**config.mk**
```make
export PLATFORM = sky130hd
export DESIGN_NAME = gps_correlator
export DESIGN_NICKNAME = d
export VERILOG_FILES = /design/src/rtl/gps_correlator.sv
export SDC_FILE = /design/constraint.sdc
export NUM_CORES = 2
export LEC_CHECK = 0
export BUFFER_PORTS_ARGS = -buffer_cell sky130_fd_sc_hd__buf_2
export CAP_MARGIN = 20
export CORE_ASPECT_RATIO = 2
export CORE_MARGIN = 10
export CORE_UTILIZATION = 50
export DETAILED_ROUTE_END_ITERATION = 8
export GPL_ROUTABILITY_DRIVEN = 0
export HOLD_SLACK_MARGIN = 0.1
export PLACE_DENSITY_LB_ADDON = 0.05
export SLEW_MARGIN = 40
export SYNTH_ARGS = -nofsm -noshare
export SYNTH_HDL_FRONTEND = slang
export SYNTH_SLANG_ARGS = --single-unit
```
**constraint.sdc**
```tcl
create_clock -name clk -period 14.7 [get_ports clk]
set_clock_uncertainty 0.15 [all_clocks]
set_input_delay 1.47 -clock clk [delete_from_list [all_inputs] [get_ports clk]]
set_output_delay 1.47 -clock clk [all_outputs]
set_load 0.005 [all_outputs]
```
**src/rtl/gps_correlator.sv**
```systemverilog
// gps_correlator: single-channel GPS L1 C/A carrier wipeoff, despreading and E/P/L epoch integration
module gps_correlator #(
  parameter int ACC_W = 24
) (
  input  logic             clk,
  input  logic             reset,
  input  logic             enable,
  input  logic             dv_in,
  input  logic [7:0]       real_in,
  input  logic [7:0]       imag_in,
  input  logic [31:0]      code_freq,
  input  logic [31:0]      dop_freq,
  input  logic [5:0]       ca_sel,
  output logic             dv_out,
  output logic [ACC_W-1:0] e_i,
  output logic [ACC_W-1:0] e_q,
  output logic [ACC_W-1:0] p_i,
  output logic [ACC_W-1:0] p_q,
  output logic [ACC_W-1:0] l_i,
  output logic [ACC_W-1:0] l_q,
  output logic [15:0]      epoch_cnt
);
  localparam logic signed [ACC_W:0] MAX = (ACC_W+1)'(2**(ACC_W-1) - 1);
  // G2 tap pairs for SV1..SV36, one nibble per tap position
  localparam logic [7:0] TAPS [36] = '{
    8'h26, 8'h37, 8'h48, 8'h59, 8'h19, 8'h2a, 8'h18, 8'h29, 8'h3a, 8'h23,
    8'h34, 8'h56, 8'h67, 8'h78, 8'h89, 8'h9a, 8'h14, 8'h25, 8'h36, 8'h47,
    8'h58, 8'h69, 8'h13, 8'h46, 8'h57, 8'h68, 8'h79, 8'h8a, 8'h16, 8'h27,
    8'h38, 8'h49, 8'h5a, 8'h4a, 8'h17, 8'h28};
  logic [31:0] code_phase, carr_phase;
  logic [32:0] code_sum;
  logic [10:1] g1, g2, g1n, g2n, mask, tap_mask;
  logic [7:0] tap;
  logic [9:0] chip_idx;
  logic e_c, p_c, l_c, half, full, last, v1, last1;
  logic [1:0] q;
  logic signed [8:0] si, sq, wi, wq;
  logic signed [8:0] prod [6];
  logic signed [8:0] prod_r [6];
  logic signed [ACC_W:0] sum [6];
  logic signed [ACC_W-1:0] nxt [6];
  logic signed [ACC_W-1:0] acc [6];
  logic signed [ACC_W-1:0] dump [6];
  always_comb begin
    si = {real_in[7], real_in};
    sq = {imag_in[7], imag_in};
    q = carr_phase[31:30];
    wi = q == 2'd0 ? si : q == 2'd1 ? sq : q == 2'd2 ? -si : -sq;
    wq = q == 2'd0 ? sq : q == 2'd1 ? -si : q == 2'd2 ? -sq : si;
    prod[0] = e_c ? -wi : wi;
    prod[1] = e_c ? -wq : wq;
    prod[2] = p_c ? -wi : wi;
    prod[3] = p_c ? -wq : wq;
    prod[4] = l_c ? -wi : wi;
    prod[5] = l_c ? -wq : wq;
    code_sum = {1'b0, code_phase} + {1'b0, code_freq};
    full = code_sum[32];
    half = code_sum[31] ^ code_phase[31];
    last = full && chip_idx == 10'd1022;
    g1n = {g1[9:1], g1[3] ^ g1[10]};
    g2n = {g2[9:1], g2[2] ^ g2[3] ^ g2[6] ^ g2[8] ^ g2[9] ^ g2[10]};
    tap = TAPS[ca_sel < 6'd36 ? ca_sel : 6'd0];
    mask = (10'd1 << (tap[7:4] - 4'd1)) | (10'd1 << (tap[3:0] - 4'd1));
    for (int k = 0; k < 6; k++) begin
      sum[k] = (ACC_W+1)'(acc[k]) + (ACC_W+1)'(prod_r[k]);
      nxt[k] = sum[k] > MAX ? MAX[ACC_W-1:0] : sum[k] < -MAX ? ACC_W'(-MAX) : sum[k][ACC_W-1:0];
    end
  end
  always_ff @(posedge clk)
    if (reset || !enable) tap_mask <= mask;
  // all-ones G1/G2 always yield chip 1, so E/P/L restart at 1 for every SV
  always_ff @(posedge clk or posedge reset)
    if (reset) begin
      code_phase <= '0; carr_phase <= '0; chip_idx <= '0;
      g1 <= '1; g2 <= '1; {e_c, p_c, l_c} <= '1;
      v1 <= 1'b0; last1 <= 1'b0; prod_r <= '{default: '0};
    end else if (!enable) begin
      code_phase <= '0; carr_phase <= '0; chip_idx <= '0;
      g1 <= '1; g2 <= '1; {e_c, p_c, l_c} <= '1;
      v1 <= 1'b0; last1 <= 1'b0; prod_r <= '{default: '0};
    end else begin
      v1 <= dv_in;
      last1 <= dv_in && last;
      if (dv_in) begin
        prod_r <= prod;
        carr_phase <= carr_phase + dop_freq;
        code_phase <= code_sum[31:0];
        if (half) {l_c, p_c} <= {p_c, e_c};
        if (full) begin
          g1 <= g1n;
          g2 <= g2n;
          e_c <= g1n[10] ^ (^(g2n & tap_mask));
          chip_idx <= last ? '0 : chip_idx + 10'd1;
        end
      end
    end
  always_ff @(posedge clk or posedge reset)
    if (reset) begin
      acc <= '{default: '0}; dump <= '{default: '0}; dv_out <= 1'b0; epoch_cnt <= '0;
    end else if (!enable) begin
      acc <= '{default: '0}; dump <= '{default: '0}; dv_out <= 1'b0; epoch_cnt <= '0;
    end else begin
      dv_out <= v1 && last1;
      if (v1 && last1) begin
        dump <= nxt;
        acc <= '{default: '0};
        epoch_cnt <= epoch_cnt + 16'd1;
      end else if (v1) acc <= nxt;
    end
  assign e_i = dump[0];
  assign e_q = dump[1];
  assign p_i = dump[2];
  assign p_q = dump[3];
  assign l_i = dump[4];
  assign l_q = dump[5];
endmodule

```
==> run metrics <==
Root Driver=clkbuf_16; Mapped Cells=3651; Yosys reg bits=464; CTS H-tree depth=2; CP most frequent cell=or4_1; Layout Nets=4104; post-synthesis mux area share=3.625%; area of the multi-input gates=19320 um^2; Primary FF master, synth=dfrtp_1; Peak Freq=0.1957 GHz; total of fill cells in the finished design=5878; critical path type=reg2reg; Synth Area in Simple Gates=16.56%; Starting Density=50.36%; Slew HR=42.55%; Hold Crit Class=reg2reg; Row Count=131; chip width=199.0 um; number of global-route vias before repair=29670; crit-path cells=ha_1 > fa_1 > a21o_1 > a211oi_1 > o21bai_1 > xor2_1 > or4_1 > or4_1 > or4_1 > or4_1 > o31ai_1 > nor3_1 > o21ai_0; cell family with most CP delay=simple AND/OR/NAND/NOR gates; outcome=completed; synth top area cells=dfrtp_1 (34%), ha_1 (8.5%), o21ai_0 (4.8%), nand2_1 (4.7%), nor2_1 (4.1%); Syn. warnings=0; EDFF count, synth=10; buffers and inverters on the worst path=0; sequential fraction of the synthesis area=36.50%; clk_lat worst skew=0.59 ns; Clock Path Buffers=3; Hold Vio Cnt, Final=0; synth-to-layout area growth=11.01%; leakage power total=17.15 nW; DRT Pass-1 Iters=7; hold path depth=2; Worst Path Required=15.04 ns; PD cells=116.3 nW/um^2; syn nets=3967; area leader, netlist=dfrtp_1; Post-DP HPWL=74.88 mm; DIE HEIGHT=377.9 um; R2R depth=13; # DRC=0; WHS Endpoint=e_q[3]; Distinct cells, synth=84; Worst Hold Launch=e_q[3]; worst-path fanout max=4; Max-cap violations=0; vias per cell=6.252; critical path's slowest cell=or4_1; total grt overflow=0; Ports=251; number of port buffers=250; CP peak stage delay=0.54 ns; Storage cell area=11690 um^2; Mapped Area=32030 um^2; post-route ant nets=0; CTS tree=done; post-cts sizing count=0; Total Power=4.135 mW; WL final=101.0 mm; Reg2Reg Capture Point=acc[0]; first-pass GRT wire length=160.6 mm; initial antenna violation count=9; unrepaired setup endpoints after global routing=false; post-CTS setup buffers=0; clock sink count=464; CTS Buf Count=46; DRT iter0 DRCs=1605; final worst path period share=34.77%; worst vdd ir=0.08569 mV; startpoint type of the worst setup path=flop; core area=63600 um^2; pin count of the biggest net entering global routing=134; pre-CTS WS=9.673 ns; Final Setup Violations=0; # hold bufs at CTS=0; largest family of logic cells by synthesized area=compound AO/OA/AOI/OAI gates; DIE AREA=75190 um^2; Synth Area in Compound Gates=24.03%; Post-Synth Adder-Cell Area=9.423%; gr usage total=26.46%; R2R Setup Slk=9.59 ns; worst slew pin tran=0.8540 ns; CP endpoint kind=flop; Synth Area in XOR/XNOR=6.481%; WP data arrival=5.45 ns; Worst-path clk slew=0.07 ns; post-synth top area share=33.68%; Final Core Density=55.90%; fraction of layout cells with a size suffix above 1=11.35%; reg2reg start=prod_r[36]; Mean Syn Cell Area=8.772 um^2; fin. max-slew vios=0; Async SR Flop Fraction=97.84%; setup TNS=0 ns; Avg WL per Cell=21.82 um; total number of vias=28930; fin crit period=5.111 ns; PnR worst setup slack=9.589 ns
## per-layer routing
layer | share of wire [%] | track usage, %
met1 | 37 | 28.45
met2 | 52 | 49.04
met3 | 5.9 | 4.988
met4 | 4.3 | 11.37
met5 | 0.047 | 0
## state kept, by name, summed over array words and instances (netlist names), 16 cells and up
name / count
acc: 144
prod_r: 50
carr_phase: 32
code_phase: 32
e_i: 24
e_q: 24
l_i: 24
l_q: 24
p_i: 24
p_q: 24
epoch_cnt: 16
## per-stage QoR
stage / hold slack (ns) / cells / instance area [um^2]
after CTS: 0.3301 / 4622 / 35500
final: 0.3211 / 4628 / 35550
after floorplan: 0.3028 / 3651 / 32030
after detailed placement: 0.3157 / 4537 / 33880
after global routing: 0.3435 / 4625 / 35540
after global placement: 0.3093 / 4537 / 33840
## cell usage in the layout, fill, tap and decap left out, types with 19 or more instances in the layout
| cell type | count |
|---|---|
| a211oi_1 | 94 |
| a21o_1 | 78 |
| a21oi_1 | 243 |
| a221o_1 | 54 |
| a221oi_1 | 33 |
| a22o_1 | 45 |
| a31oi_1 | 37 |
| and2_1 | 26 |
| and3_1 | 22 |
| buf_2 | 249 |
| buf_4 | 24 |
| clkbuf_16 | 47 |
| dfrtp_1 | 430 |
| dfstp_2 | 23 |
| ha_1 | 218 |
| inv_1 | 94 |
| mux2i_1 | 89 |
| nand2_1 | 401 |
| nand2b_1 | 47 |
| nand3_1 | 81 |
| nand4_1 | 32 |
| nor2_1 | 348 |
| nor2b_1 | 23 |
| nor3_1 | 61 |
| o2111ai_1 | 22 |
| o211ai_1 | 39 |
| o21a_1 | 37 |
| o21ai_0 | 307 |
| o21bai_1 | 27 |
| or3_1 | 23 |
| or4_1 | 19 |
| xnor2_1 | 139 |
| xor2_1 | 97 |
## cells by family (layout without fill, tap and decap cells)
| family | count (synthesis) | in the layout |
|---|---|---|
| compound gates | 1161 | 1161 |
| xor+xnor | 237 | 237 |
| fa+ha+maj | 239 | 239 |
| buf+inv | 288 | 462 |
| flops | 464 | 464 |
| mux | 102 | 102 |
| other cells | 0 | 5 |
| simple gates | 1160 | 1160 |
## worst max-delay path by stage
stage	start	endpoint	slack [ns]	depth (start not counted)
CTS	prod_r[45]	acc[39]	9.64	13
detailed placement	prod_r[45]	acc[38]	9.67	13
global route	prod_r[45]	acc[131]	9.30	15
floorplan	reset	tap_mask[10]	0.41	2
global placement	reset	epoch_cnt[11]	9.54	5
finish	prod_r[36]	acc[0]	9.59	13
## where the power goes
group          switching (mW)  internal [mW]  total, mW  leakage, nW
Clock                   0.546          0.756       1.30        0.798
Sequential             0.0954           1.38       1.47         6.23
Combinational           0.839          0.523       1.36         10.1
## Yosys cell counts (all sizes together), types with 14 or more instances
library cell	number
a2111oi	14
a211o	14
a211oi	94
a21o	78
a21oi	243
a221o	54
a221oi	34
a22o	45
a31oi	37
and2	28
and3	22
buf	21
clkbuf	170
dfrtp	431
dfstp	23
ha	218
inv	97
mux2i	89
nand2	401
nand2b	47
nand3	81
nand4	32
nor2	355
nor2b	23
nor3	61
nor4	19
o2111ai	22
o211ai	39
o21a	37
o21ai	312
o21bai	27
o31ai	19
or3	23
or4	20
xnor2	140
xor2	97
## final cells by class
cell class / instances / area share, %
Multi-Input combinational cell: 2899 / 54.35
Sequential cell: 464 / 32.89
Timing Repair Buffer: 280 / 4.280
Clock buffer: 60 / 3.586
Tap cell: 798 / 2.808
Inverter: 97 / 1.073
Clock inverter: 25 / 0.9714
Antenna cell: 5 / 0.03519
## tightest hold or removal path, delay by kind of cell (launching register included)
kind | cells | cell delay, ns
AOI/OAI and AO/OA | 1 | 0.05
DFF | 1 | 0.34
and+or+nand+nor | 1 | 0.04
(Power assumes the default switching activity.)
